**config.mk**
```make
export PLATFORM = sky130hd
export DESIGN_NAME = fp_issue_sequencer
export DESIGN_NICKNAME = d
export VERILOG_FILES = /design/src/rtl/fp_issue_sequencer.sv
export SDC_FILE = /design/constraint.sdc
export NUM_CORES = 1
export LEC_CHECK = 0
export ABC_AREA = 0
export BUFFER_PORTS_ARGS = -buffer_cell sky130_fd_sc_hd__buf_2
export CAP_MARGIN = 15
export CORE_MARGIN = 2
export CORE_UTILIZATION = 51
export DETAILED_ROUTE_END_ITERATION = 8
export GPL_TIMING_DRIVEN = 0
export PLACE_DENSITY = 0.83
export RECOVER_POWER = 25
export SYNTH_ARGS = -nofsm -noshare
export SYNTH_HDL_FRONTEND = slang
export SYNTH_SLANG_ARGS = --single-unit
```
**constraint.sdc**
```tcl
create_clock -name clk -period 5 [get_ports clk]
set_input_delay 0.75 -clock clk [delete_from_list [all_inputs] [get_ports clk]]
set_output_delay 0.75 -clock clk [all_outputs]
set_load 0.02 [all_outputs]
```
**src/rtl/fp_issue_sequencer.sv**
```systemverilog
// fp_issue_sequencer: issues one FP instruction at a time to a shared
// multi-cycle FP core. It holds the pipeline while the core works, abandons
// the op after a bounded wait, and presents a single write-back beat.
module fp_issue_sequencer #(
    parameter int TIMEOUT_CYCLES = 64,
    parameter int CNT_W          = 16
) (
    input  logic             clk,
    input  logic             reset,
    input  logic             issue_valid,
    input  logic             issue_fp,
    input  logic [3:0]       issue_op,
    input  logic [31:0]      issue_a,
    input  logic [31:0]      issue_b,
    input  logic [5:0]       issue_waddr,
    input  logic             issue_regwrite,
    output logic             core_start,
    output logic [3:0]       core_op,
    output logic [31:0]      core_a,
    output logic [31:0]      core_b,
    input  logic [31:0]      core_result,
    input  logic [2:0]       core_flag,
    input  logic             core_done,
    output logic             stall,
    output logic [5:0]       busy_waddr,
    output logic             busy,
    output logic             wb_valid,
    output logic [31:0]      wb_data,
    output logic [5:0]       wb_waddr,
    output logic             wb_regwrite,
    output logic             err_timeout,
    output logic [CNT_W-1:0] op_count,
    output logic [CNT_W-1:0] special_count
);

    localparam logic [1:0] S_IDLE  = 2'd0;
    localparam logic [1:0] S_START = 2'd1;
    localparam logic [1:0] S_WAIT  = 2'd2;
    localparam logic [1:0] S_DONE  = 2'd3;

    localparam int TMO_W = $clog2(TIMEOUT_CYCLES + 1);
    localparam logic [TMO_W-1:0] TMO_LAST = TMO_W'(TIMEOUT_CYCLES - 1);
    localparam logic [CNT_W-1:0] CNT_MAX  = {CNT_W{1'b1}};

    logic [1:0]       state_q, state_d;
    logic [3:0]       op_q, op_d;
    logic [31:0]      a_q, a_d;
    logic [31:0]      b_q, b_d;
    logic [5:0]       waddr_q, waddr_d;
    logic             regwrite_q, regwrite_d;
    logic [TMO_W-1:0] tmo_q, tmo_d;
    logic             err_q, err_d;
    logic             wb_valid_q, wb_valid_d;
    logic [31:0]      wb_data_q, wb_data_d;
    logic [5:0]       wb_waddr_q, wb_waddr_d;
    logic             wb_regwrite_q, wb_regwrite_d;
    logic [CNT_W-1:0] op_count_q, op_count_d;
    logic [CNT_W-1:0] special_count_q, special_count_d;

    logic finish_ok;
    logic finish_abort;

    // A completion is only honoured while the core is actually running; a
    // completion in the same cycle as the last wait cycle beats the timeout.
    always_comb begin
        finish_ok    = ((state_q == S_START) || (state_q == S_WAIT)) && core_done;
        finish_abort = (state_q == S_WAIT) && !core_done && (tmo_q == TMO_LAST);
    end

    // Next-state logic: latch the instruction on issue, run the timeout, and
    // build the registered write-back beat on the edge that enters DONE.
    always_comb begin
        state_d         = state_q;
        op_d            = op_q;
        a_d             = a_q;
        b_d             = b_q;
        waddr_d         = waddr_q;
        regwrite_d      = regwrite_q;
        tmo_d           = tmo_q;
        err_d           = err_q;
        wb_valid_d      = 1'b0;
        wb_data_d       = wb_data_q;
        wb_waddr_d      = wb_waddr_q;
        wb_regwrite_d   = 1'b0;
        op_count_d      = op_count_q;
        special_count_d = special_count_q;

        case (state_q)
            S_IDLE: begin
                if (issue_valid && issue_fp) begin
                    op_d       = issue_op;
                    a_d        = issue_a;
                    b_d        = issue_b;
                    waddr_d    = issue_waddr;
                    regwrite_d = issue_regwrite;
                    state_d    = S_START;
                end
            end
            S_START: begin
                tmo_d   = '0;
                state_d = core_done ? S_DONE : S_WAIT;
            end
            S_WAIT: begin
                tmo_d = tmo_q + TMO_W'(1);
                if (finish_ok || finish_abort) begin
                    state_d = S_DONE;
                end
            end
            default: begin
                state_d = S_IDLE;
            end
        endcase

        if (finish_ok) begin
            wb_valid_d    = 1'b1;
            wb_data_d     = core_result;
            wb_waddr_d    = waddr_q;
            wb_regwrite_d = regwrite_q && (core_flag == 3'b000);
            op_count_d    = op_count_q + CNT_W'(1);
            if ((core_flag != 3'b000) && (special_count_q != CNT_MAX)) begin
                special_count_d = special_count_q + CNT_W'(1);
            end
        end else if (finish_abort) begin
            wb_valid_d    = 1'b1;
            wb_data_d     = '0;
            wb_waddr_d    = waddr_q;
            wb_regwrite_d = 1'b0;
            err_d         = 1'b1;
            op_count_d    = op_count_q + CNT_W'(1);
        end
    end

    // State and datapath registers with synchronous reset.
    always_ff @(posedge clk) begin
        if (reset) begin
            state_q         <= S_IDLE;
            op_q            <= '0;
            a_q             <= '0;
            b_q             <= '0;
            waddr_q         <= '0;
            regwrite_q      <= 1'b0;
            tmo_q           <= '0;
            err_q           <= 1'b0;
            wb_valid_q      <= 1'b0;
            wb_data_q       <= '0;
            wb_waddr_q      <= '0;
            wb_regwrite_q   <= 1'b0;
            op_count_q      <= '0;
            special_count_q <= '0;
        end else begin
            state_q         <= state_d;
            op_q            <= op_d;
            a_q             <= a_d;
            b_q             <= b_d;
            waddr_q         <= waddr_d;
            regwrite_q      <= regwrite_d;
            tmo_q           <= tmo_d;
            err_q           <= err_d;
            wb_valid_q      <= wb_valid_d;
            wb_data_q       <= wb_data_d;
            wb_waddr_q      <= wb_waddr_d;
            wb_regwrite_q   <= wb_regwrite_d;
            op_count_q      <= op_count_d;
            special_count_q <= special_count_d;
        end
    end

    // Stall covers the issue cycle through the last wait cycle; it is low in
    // DONE so ID/EX advances on the same edge the write-back is taken.
    always_comb begin
        stall = ((state_q == S_IDLE) && issue_valid && issue_fp)
              || (state_q == S_START) || (state_q == S_WAIT);
    end

    assign core_start    = (state_q == S_START);
    assign core_op       = op_q;
    assign core_a        = a_q;
    assign core_b        = b_q;
    assign busy          = (state_q != S_IDLE);
    assign busy_waddr    = waddr_q;
    assign wb_valid      = wb_valid_q;
    assign wb_data       = wb_data_q;
    assign wb_waddr      = wb_waddr_q;
    assign wb_regwrite   = wb_regwrite_q;
    assign err_timeout   = err_q;
    assign op_count      = op_count_q;
    assign special_count = special_count_q;

endmodule

```
# Yosys cells after proc, flatten, opt, wreduce, memory -nomap -nowiden
# Cells that the tools add are included.
[word_totals] reg_bits=157 in_bits=115 out_inout_bits=150
[op_classes] n_addsub=3 n_eq_ne=6 n_mux=13 bitwise_logic=1 n_reduce_logical=24
[ops] cell="2-to-1 mux 32 bit" count=2
[ops] cell="adder 16 x 1 -> 16 bit (second input constant)" count=2
[ops] cell="2-to-1 mux 16 bit" count=2
[ops] cell="inequality test 16 bit (second input constant)" count=1
[ops] cell="case mux 7 bit (2 select lines)" count=1
[ops] cell="2-to-1 mux 6 bit" count=2
[ops] cell="logical AND 1 bit" count=8
[ops] cell="AND reduction 2 bit" count=4
[ops] cell="adder 7 x 1 -> 7 bit (second input constant)" count=1
[ops] cell="== test 7 x 6 -> 1 bit (second input constant)" count=1
[ops] cell="case mux 2 bit (3 select lines)" count=1
[ops] cell="nonzero test 2 bit" count=3
[ops] cell="logical OR 1 bit" count=4
[ops] cell="2-to-1 mux 2 bit" count=2
[ops] cell="zero test 3 bit" count=1
[ops] cell="2-to-1 mux 1 bit" count=3
[ops] cell="nonzero test 3 bit" count=1
[ops] cell="== test 2 x 1 -> 1 bit (second input constant)" count=1
[ops] cell="== test 2 bit (second input constant)" count=1
[ops] cell="zero test 2 bit" count=1
[ops] cell="inequality test 2 x 1 -> 1 bit (second input constant)" count=1
[ops] cell="inequality test 2 bit (second input constant)" count=1
[ops] cell="OR reduction 2 bit" count=1
[ops] cell="zero test 1 bit" count=1
[ops] cell="inverter 1 bit" count=1

# Longest topological paths before layout
# Gate-level depths: netlist of the first run.
[logic_depth] depth_word=6 depth_mapped=10 ltp_nobuf=6

# Least setup slack after synthesis of the first run
# No wires, ideal clock.
[synth_timing] kind="input to output" start="input issue_fp" end="output stall" arrival_ps=1610 required_ps=4250 slack_ps=2640 path_stages=4 path_cell_list="and3_1 -> clkbuf_1 -> clkbuf_1 -> or3_1"
[synth_via] elab_chain_cells=3
[synth_rtl] item="start, declared" line_no="11" rtl="input logic issue_fp,"
[synth_rtl] item="logical AND 1 bit" line_no="171" rtl="stall = ((state_q == S_IDLE) && issue_valid && issue_fp)"
[synth_rtl] item="logical OR 1 bit (2 in series)" line_no="172" rtl="|| (state_q == S_START) || (state_q == S_WAIT);"
[synth_rtl] item="end, declared" line_no="24" rtl="output logic stall,"
# No other way between the ends.

# Worst setup path in the final report of the first run
[layout_timing] start="register state_q[0]" end="output stall"
[layout_via] elab_chain_cells=5 elab_cells_between_ends=7 cone_classes="2 x eq/ne; 5 x reduce/logical"
[layout_rtl] item="start, declared" line_no="45" rtl="logic [1:0] state_q, state_d;"
[layout_rtl] item="start signal, assigned" line_no="151" rtl="state_q <= state_d;"
[layout_rtl] item="zero test 2 bit" line_no="171"
[layout_rtl] item="logical AND 1 bit (2 in series)" line_no="171"
[layout_rtl] item="logical OR 1 bit" line_no="172"
[layout_rtl] item="logical OR 1 bit *" line_no="172"
# Every way passes the cells marked *; elsewhere a longest branch is shown, timed or not.

==> reports/qor.csv, run 1 <==
metric,value,unit
grtUsageTotal,26.9,%
critPathKind,flop to primary output,
routed_wl,17.5,mm
switchingPower,1210,µW
first_pass_iters,5,
syn_nets,836,
cts_root_buf,clkbuf_16,
numPortBuffers,263,
nFillCells,967,
die_w,113,µm
cts_tree,done,
rsz0062_at_grt,false,
p_comb_share,24.5,%
wl_per_cell,15.2,µm
ctsResizeCount,0,
dieArea,12700,µm²
r2r_end,wb_waddr[0],
hold-path-cell-count,2,
netlist_top_cells_count,"nand2_1, dfxtp_1, a21oi_1, nor2_1, clkbuf_1",
ys.flop_type,dfxtp_1,
min_to,core_b[24],
gr-total-overflow,0,
drc,0,
gp_congestion,0.867,
power_density,467,nW/µm²
total_leakage_power,0.00333,µW
drv_cap,0,
clk_pin_slew,0.06,ns
holdBufCountCts,0,
outcome,completed,
p_sw_share,32.2,%
pin_count,265,
drive_gt1_share,23.5,%
relSlewSlack,53.0,%
syn2layout_area_growth,33.7,%
max_freq,0.332,GHz
seq_area,3140,µm²
cp_max_fo,10,
period_share,60.3,%
r2r_setup_slack,2.18,ns
ant_nets,0,
clock_skew,0.00771,ns
synth_top_area_share,52.1,%
setup-violations-final,0,
ys_types,39,
start_kind,flop,
htree_num_levels,4,
dieHeight,113,µm
synth_area_per_cell,8.47,µm²
synth_edf_count,0,
yosys.area.top_type,dfxtp_1,
worst_ir_drop_vdd,530,µV
antenna_cells,0,
setup_ws,1.98,ns
hp-class,flop to flop,
worstMarginPinSlew,0.699,ns
setup_tns,0,ns
cts.path.max_buffers,2,
ys_seq_area_share,52.1,%
first_global_vias,5707,
ys_async_sr_fraction,0,%
holdWs,0.450,ns
ys_warn_count,0,
p_clk_share,36.5,%
cts_buffers,17,
start_util,52.6,%
syn_area,6040,µm²
post-dp-hpwl,12.7,mm
placementRows,39,
drt-initial-drc-count,415,
slew_viol_final,0,
grt_pass1_wl,27.5,mm
ys_seq_elements,157,
vias_per_cell,5.33,
min_from,core_b[24],
core_area,11500,µm²
cts.sinks,157,
worstReg2RegStart,state_q[0],
worst_skew_pair.late_latency,0.43,ns
multi_input_area,2640,µm²
yosys-top-cells-area,"dfxtp_1, nand2_1, a21oi_1",
vias,6130,
internal-power,2550,µW
finalCriticalPeriod,3.02,ns
num-nets-final,1118,
grt_max_degree,17,
cp.arrival,2.27,ns
synth_most_common_cell,nand2_1,
cp.required,4.25,ns
critPathCaptureType,primary output,
antenna_found_initial,0,
worstRegToRegCells,10,
power,3760,µW
hold_viol,0,
preCtsSetupSlack,2.19,ns
seq_power_share,39.0,%
post-cts-setup-buffer-count,0,
syn_inst,713,
==> worst max path at each step <==
| stage | depth (start not counted) | to | from | slack (ns) |
|---|---|---|---|---|
| detailed placement | 6 | stall | issue_fp | 2.19 |
| CTS | 7 | stall | state_q[0] | 1.95 |
| floorplan | 4 | stall | issue_fp | 2.64 |
| finish | 7 | stall | state_q[0] | 1.98 |
| global route | 7 | stall | state_q[0] | 1.79 |
| global placement | 6 | stall | issue_fp | 2.17 |
==> cells in the final DEF (no fill, tap or decap), types with 5 or more instances in the layout <==
master / n
buf_2: 198
buf_1: 6
a21oi_1: 107
a22oi_1: 32
or4_1: 19
nor2b_1: 5
mux2_2: 5
nand3_1: 13
mux2i_1: 7
or3_1: 7
o31ai_1: 21
nor2_1: 53
nand4_1: 9
clkbuf_1: 114
inv_1: 9
nand2_1: 164
clkbuf_16: 17
ha_1: 8
dfxtp_1: 157
o21ai_0: 8
==> worst max-delay path: stages, from the launching register on <==
cell and delay, ns:
dfxtp_1 0.35, inv_1 0.10, ha_1 0.24, and3_1 0.14, clkbuf_1 0.15, clkbuf_1 0.28
or3_1 0.39, buf_2 0.18
==> sequential cells by signal, summed over array words and instances (netlist names) <==
name and flops:
wb_waddr 6, regwrite_q 1, wb_data 32, state_q 2, wb_valid 1, core_op 4, err_timeout 1, special_count 16
tmo_q 7, busy_waddr 6, core_a 32, core_b 32, op_count 16, wb_regwrite 1
==> routing by layer <==
layer  routed length, µm  global-route usage, %
met5                   0                      0
met4                 405                   9.67
met3                1270                   9.69
met2                8510                   44.6
met1                7360                   32.4
==> layout make-up <==
cell class / count / share of cell area [%]
clock inverter: 11 / 2.03
clock buffer: 21 / 5.83
tap: 143 / 2.22
timing repair buffer: 263 / 15.2
buffer: 54 / 2.62
inverter: 9 / 0.419
sequential: 157 / 39.0
multi-input combinational: 493 / 32.7
==> power groups by stage <==
stage / registers, µW / clock network [µW] / logic, µW
3_5_place_dp: 1490 / 0 / 953
2_1_floorplan: 1640 / 0 / 460
5_1_grt: 1480 / 1450 / 1010
4_1_cts: 1460 / 1390 / 958
3_3_place_gp: 1480 / 0 / 943
6_report: 1470 / 1370 / 922
==> stage by stage <==
step,util (%),instance area (µm²),instances
CTS,71.2,8170,1151
global placement,65.7,7530,1119
detailed placement,65.7,7530,1119
floorplan,-,6040,713
finish,70.4,8070,1151
global route,70.4,8070,1151
==> logic make-up (layout without fill, tap and decap cells) <==
kind of cell | count (synthesis) | count (layout) | share of synthesized area, %
adders and majority gates | 8 | 8 | 1.66
buffers and inverters | 63 | 358 | 4.19
and+or+nand+nor | 294 | 294 | 22.0
muxes | 12 | 12 | 2.09
xor gates and xnor gates | 4 | 4 | 0.580
DFF | 157 | 157 | 52.1
AOI/OAI and AO/OA | 175 | 175 | 17.4
(Power assumes the default switching activity.)
==> inputs of run 2 (changes only) <==
--- a/config.mk
+++ b/config.mk
@@ -9,10 +9,10 @@
 export BUFFER_PORTS_ARGS = -buffer_cell sky130_fd_sc_hd__buf_2
 export CAP_MARGIN = 15
 export CORE_MARGIN = 2
-export CORE_UTILIZATION = 51
+export CORE_UTILIZATION = 43
 export DETAILED_ROUTE_END_ITERATION = 8
 export GPL_TIMING_DRIVEN = 0
-export PLACE_DENSITY = 0.83
+export PLACE_DENSITY = 0.75
 export RECOVER_POWER = 25
 export SYNTH_ARGS = -nofsm -noshare
 export SYNTH_HDL_FRONTEND = slang
==> constraint.sdc (replaced) <==
create_clock -name clk -period 2.5 [get_ports clk]
set_input_delay 0.375 -clock clk [delete_from_list [all_inputs] [get_ports clk]]
set_output_delay 0.375 -clock clk [all_outputs]
set_load 0.02 [all_outputs]
==> run 2 against run 1 <==
Net effect: critical path depth is 2 higher; routed wire length is 1.5% higher; flip-flop and latch count stayed put; largest cell class unchanged; highest routed layer unchanged.
==> reports/qor.csv, run 2 (same netlist as run 1, synthesis figures left out) <==
metric,value,unit
drc,0,
total_leakage_power,0.00330,µW
dieHeight,122,µm
finalCriticalPeriod,2.34,ns
cts.sinks,157,
htree_num_levels,4,
antenna_cells,0,
core_area,13800,µm²
worstMarginPinSlew,0.755,ns
cp.arrival,2.64,ns
worst_skew_pair.late_latency,0.42,ns
cts_buffers,17,
dp_cells,1156,
holdWs,0.180,ns
num-nets-final,1116,
wl_per_cell,15.0,µm
relSlewSlack,49.6,%
gp_congestion,0.802,
slew_viol_final,0,
hold_viol,0,
setup-violations-final,0,
outcome,completed,
rsz0062_at_grt,false,
post-route-util,58.8,%
final_cells,1185,
grtUsageTotal,23.2,%
hold-path-cell-count,2,
clk_pin_slew,0.06,ns
critPathCaptureType,flop,
cts.path.max_buffers,2,
hp-class,primary input to flop,
layout_common_cells,"buf_2, nand2_1, dfxtp_1, clkbuf_1, a21oi_1",
drv_cap,0,
post-dp-hpwl,13.2,mm
pin_count,265,
vias,6122,
cp.required,2.80,ns
placementRows,43,
worstRegToRegCells,9,
r2r_end,op_count[15],
grt_max_degree,17,
cts_root_buf,clkbuf_16,
min_from,core_flag[0],
critPathKind,flop to flop,
preCtsSetupSlack,-0.0202,ns
max_freq,0.426,GHz
start_kind,flop,
clock_skew,0.00814,ns
syn2layout_area_growth,34.1,%
die_w,122,µm
antenna_found_initial,0,
cp_max_fo,10,
r2r_setup_slack,0.16,ns
final_common_cell,buf_2,
cts_tree,done,
gr-total-overflow,0,
numPortBuffers,263,
dieArea,15000,µm²
worst_ir_drop_vdd,677,µV
min_to,wb_regwrite,
grt_pass1_wl,27.5,mm
drive_gt1_share,23.6,%
setup_ws,0.155,ns
worstReg2RegStart,state_q[0],
setup_tns,0,ns
start_util,43.8,%
ant_nets,0,
routed_wl,17.8,mm
post-cts-setup-buffer-count,0,
drt-initial-drc-count,495,
power_density,919,nW/µm²
holdBufCountCts,0,
first_global_vias,5804,
vias_per_cell,5.17,
period_share,93.8,%
first_pass_iters,4,
run 2: cell count changes in the layout (fill, tap and decap cells not counted), moves of 2 or more:
cell,before,now
clkinvlp_4,2,4
clkbuf_4,0,2
clkbuf_2,0,2
buf_1,6,4
clkinv_2,4,2
buf_2,198,192
run 2: metal layers:
| metal | up-vias | routed length [µm] | GRT usage [%] |
|---|---|---|---|
| li1 | 3040 | - | - |
| met1 | 2871 | 7560 | 28.0 |
| met2 | 193 | 8690 | 39.5 |
| met3 | 18 | 1250 | 7.25 |
| met4 | 0 | 299 | 7.33 |
| met5 | - | 0 | 0 |
run 2: repair_timing:
item / in CTS / in global routing
endpoints found under the hold margin: 0 / 0
gates resized for setup: 2 / 7
endpoints found under the setup margin: 7 / 39
run 2: cell type report:
type,instances,area (µm²)
inverter,9,33.8
tap,180,225
multi-input combinational,493,2650
timing repair buffer,263,1220
clock inverter,10,139
sequential,157,3140
buffer,52,223
clock buffer,21,460
fill,1375,5680
run 2: how the worst max path moves through the flow:
stage | start | endpoint | depth (start not counted) | slack [ns]
floorplan | state_q[1] | special_count[14] | 8 | 0.40
global placement | state_q[0] | wb_waddr[0] | 10 | -0.02
detailed placement | state_q[0] | wb_waddr[3] | 10 | -0.02
CTS | state_q[0] | stall | 6 | 0.005
global route | state_q[0] | wb_waddr[5] | 10 | 0.008
finish | state_q[0] | op_count[15] | 9 | 0.16
run 2: power breakdown:
part	total (µW)	internal [µW]	switching [µW]
clock	2640	1620	1030
sequential	2940	2780	161
combinational	1860	607	1250
total	7440	5000	2440
run 2: per-stage QoR:
| step | cell area [µm²] | power, µW |
|---|---|---|
| 2_1_floorplan | 6040 | 4210 |
| 3_3_place_gp | 7580 | 4850 |
| 3_5_place_dp | 7580 | 4880 |
| 4_1_cts | 8180 | 7520 |
| 5_1_grt | 8100 | 7810 |
| 6_report | 8100 | 7440 |
run 2: worst max-delay path, stage by stage, from the launching register on:
cell	delay [ns]
dfxtp_1	0.36
inv_1	0.10
ha_1	0.31
buf_6	0.14
and2_1	0.12
buf_2	0.20
a21oi_2	0.08
clkbuf_1	0.22
nor4b_2	0.34
mux2_2	0.36
==> inputs of run 3 (changes only) <==
--- a/config.mk
+++ b/config.mk
@@ -10,6 +10,7 @@
 export CAP_MARGIN = 15
 export CORE_MARGIN = 2
 export CORE_UTILIZATION = 43
+export CTS_BUF_LIST = sky130_fd_sc_hd__clkbuf_16
 export DETAILED_ROUTE_END_ITERATION = 8
 export GPL_TIMING_DRIVEN = 0
 export PLACE_DENSITY = 0.75
==> run 3 against run 2 <==
Net effect: setup slack better by 0.00058 ns; clock power down 3%; first-iteration DRC count down 2.4%; total power down 0.95%; sequential share of layout area up 0.096 points; critical endpoint unchanged; highest routed layer unchanged.
==> reports/qor.csv, run 3 (same netlist as run 1, synthesis figures left out) <==
metric,value,unit
grtUsageTotal,23.2,%
rsz0062_at_grt,false,
worstMarginPinSlew,0.755,ns
die_w,122,µm
nFillCells,1377,
slew_viol_final,0,
max_freq,0.427,GHz
worstReg2RegStart,state_q[0],
drv_cap,0,
hp-class,primary input to flop,
post-cts-setup-buffer-count,0,
fin_area,8080,µm²
grt_max_degree,17,
routed_wl,17.8,mm
cts_tree,done,
worstPathCellList,inv_1 -> ha_1 -> buf_6 -> and2_1 -> buf_2 -> a21oi_2 -> clkbuf_1 -> nor4b_2 -> mux2_2,
first_pass_iters,4,
dieArea,15000,µm²
clk_pin_slew,0.06,ns
power,7370,µW
cp-endpoint,op_count[15],
power_density,913,nW/µm²
start_kind,flop,
wl_per_cell,15.0,µm
cp.arrival,2.64,ns
drive_gt1_share,23.4,%
start_util,43.8,%
seq_area,3140,µm²
setup_tns,0,ns
post-route-util,58.6,%
post-dp-hpwl,13.2,mm
gr-total-overflow,0,
gp_congestion,0.802,
slowest_stage,dfxtp_1,
final_common_cell,buf_2,
dieHeight,122,µm
cts_buffers,17,
numPortBuffers,263,
multi_input_area,2650,µm²
core_area,13800,µm²
grt_pass1_wl,27.5,mm
total_leakage_power,0.00329,µW
vias_per_cell,5.16,
critPathKind,flop to flop,
cts_root_buf,clkbuf_16,
htree_num_levels,4,
crit_path_start,state_q[0],
worstRegToRegCells,9,
slowest_delay,0.36,ns
placementRows,43,
syn2layout_area_growth,33.8,%
ant_nets,0,
cts.path.max_buffers,2,
first_global_vias,5804,
drc,0,
r2r_setup_slack,0.16,ns
finalCriticalPeriod,2.34,ns
clock_skew,0.00817,ns
holdWs,0.180,ns
critPathCaptureType,flop,
cp.required,2.80,ns
outcome,completed,
cp_max_fo,10,
dpl-instance-area,7580,µm²
hold_viol,0,
setup-violations-final,0,
cts.sinks,157,
drt-initial-drc-count,483,
period_share,93.8,%
relSlewSlack,49.6,%
r2r_end,op_count[15],
antenna_found_initial,0,
antenna_cells,0,
num-nets-final,1116,
layout_common_cells,"buf_2, nand2_1, dfxtp_1, clkbuf_1, a21oi_1",
worst_ir_drop_vdd,675,µV
pin_count,265,
vias,6120,
worst_skew_pair.late_latency,0.42,ns
## run 3: changes by cell type in the layout (fill, tap and decap cells not counted)
cell	change
clkinv_1	+2
clkbuf_8	-2
inv_1	+2
clkbuf_1	-2
## run 3: metrics by stage
step	std cells	setup slack, ns
floorplan	713	0.397
global placement	1156	-0.0168
detailed placement	1156	-0.0202
CTS	1186	0.00467
global route	1185	0.00805
finish	1185	0.156
## run 3: worst min-delay path by stage
| stage | start | slack, ns | cells after the start | end |
|---|---|---|---|---|
| final | core_flag[0] | 0.18 | 2 | wb_regwrite |
| after global routing | core_flag[0] | 0.17 | 2 | wb_regwrite |
| after CTS | core_flag[0] | 0.16 | 2 | wb_regwrite |
| after detailed placement | core_b[16] | 0.44 | 2 | core_b[16] |
| after global placement | core_b[15] | 0.44 | 2 | core_b[15] |
| after floorplan | regwrite_q | 0.44 | 2 | regwrite_q |
## run 3: layout make-up
class / count / share of cell area [%]
clock buffer: 17 / 5.27
sequential: 157 / 38.9
multi-input combinational: 493 / 32.8
tap: 180 / 2.79
inverter: 9 / 0.418
timing repair buffer: 263 / 15.1
clock inverter: 14 / 1.91
buffer: 52 / 2.76
## run 3: timing repair
action,in CTS,in global routing
hold buffers,0,0
setup endpoints to repair,7,39
resized for setup,2,7
pin swaps,0,0
hold endpoints to repair,0,0
## run 3: worst max-delay path: cells and delay by family, from the launching register on
kind	cells	cell delay (ns)
buffers and inverters	4	0.66
AND/OR/NAND/NOR	2	0.46
flip-flops	1	0.36
multiplexers	1	0.36
adder cells (fa/ha/maj)	1	0.31
AO/OA/AOI/OAI	1	0.08
## run 3: report_power, final
group          total (µW)  switching, µW  leakage, µW  internal (µW)
clock                2570           1020     0.000279           1550
combinational        1860           1250      0.00174            607
sequential           2940            161      0.00127           2780
total                7370           2440      0.00329           4930
## run 3: metal layers
| metal | track usage, % | share of wire [%] | up-vias |
|---|---|---|---|
| met3 | 7.25 | 7.0 | 18 |
| met4 | 7.33 | 1.7 | 0 |
| met2 | 39.5 | 49 | 194 |
| met5 | 0 | 0 | - |
| li1 | - | - | 3038 |
| met1 | 28.0 | 43 | 2870 |
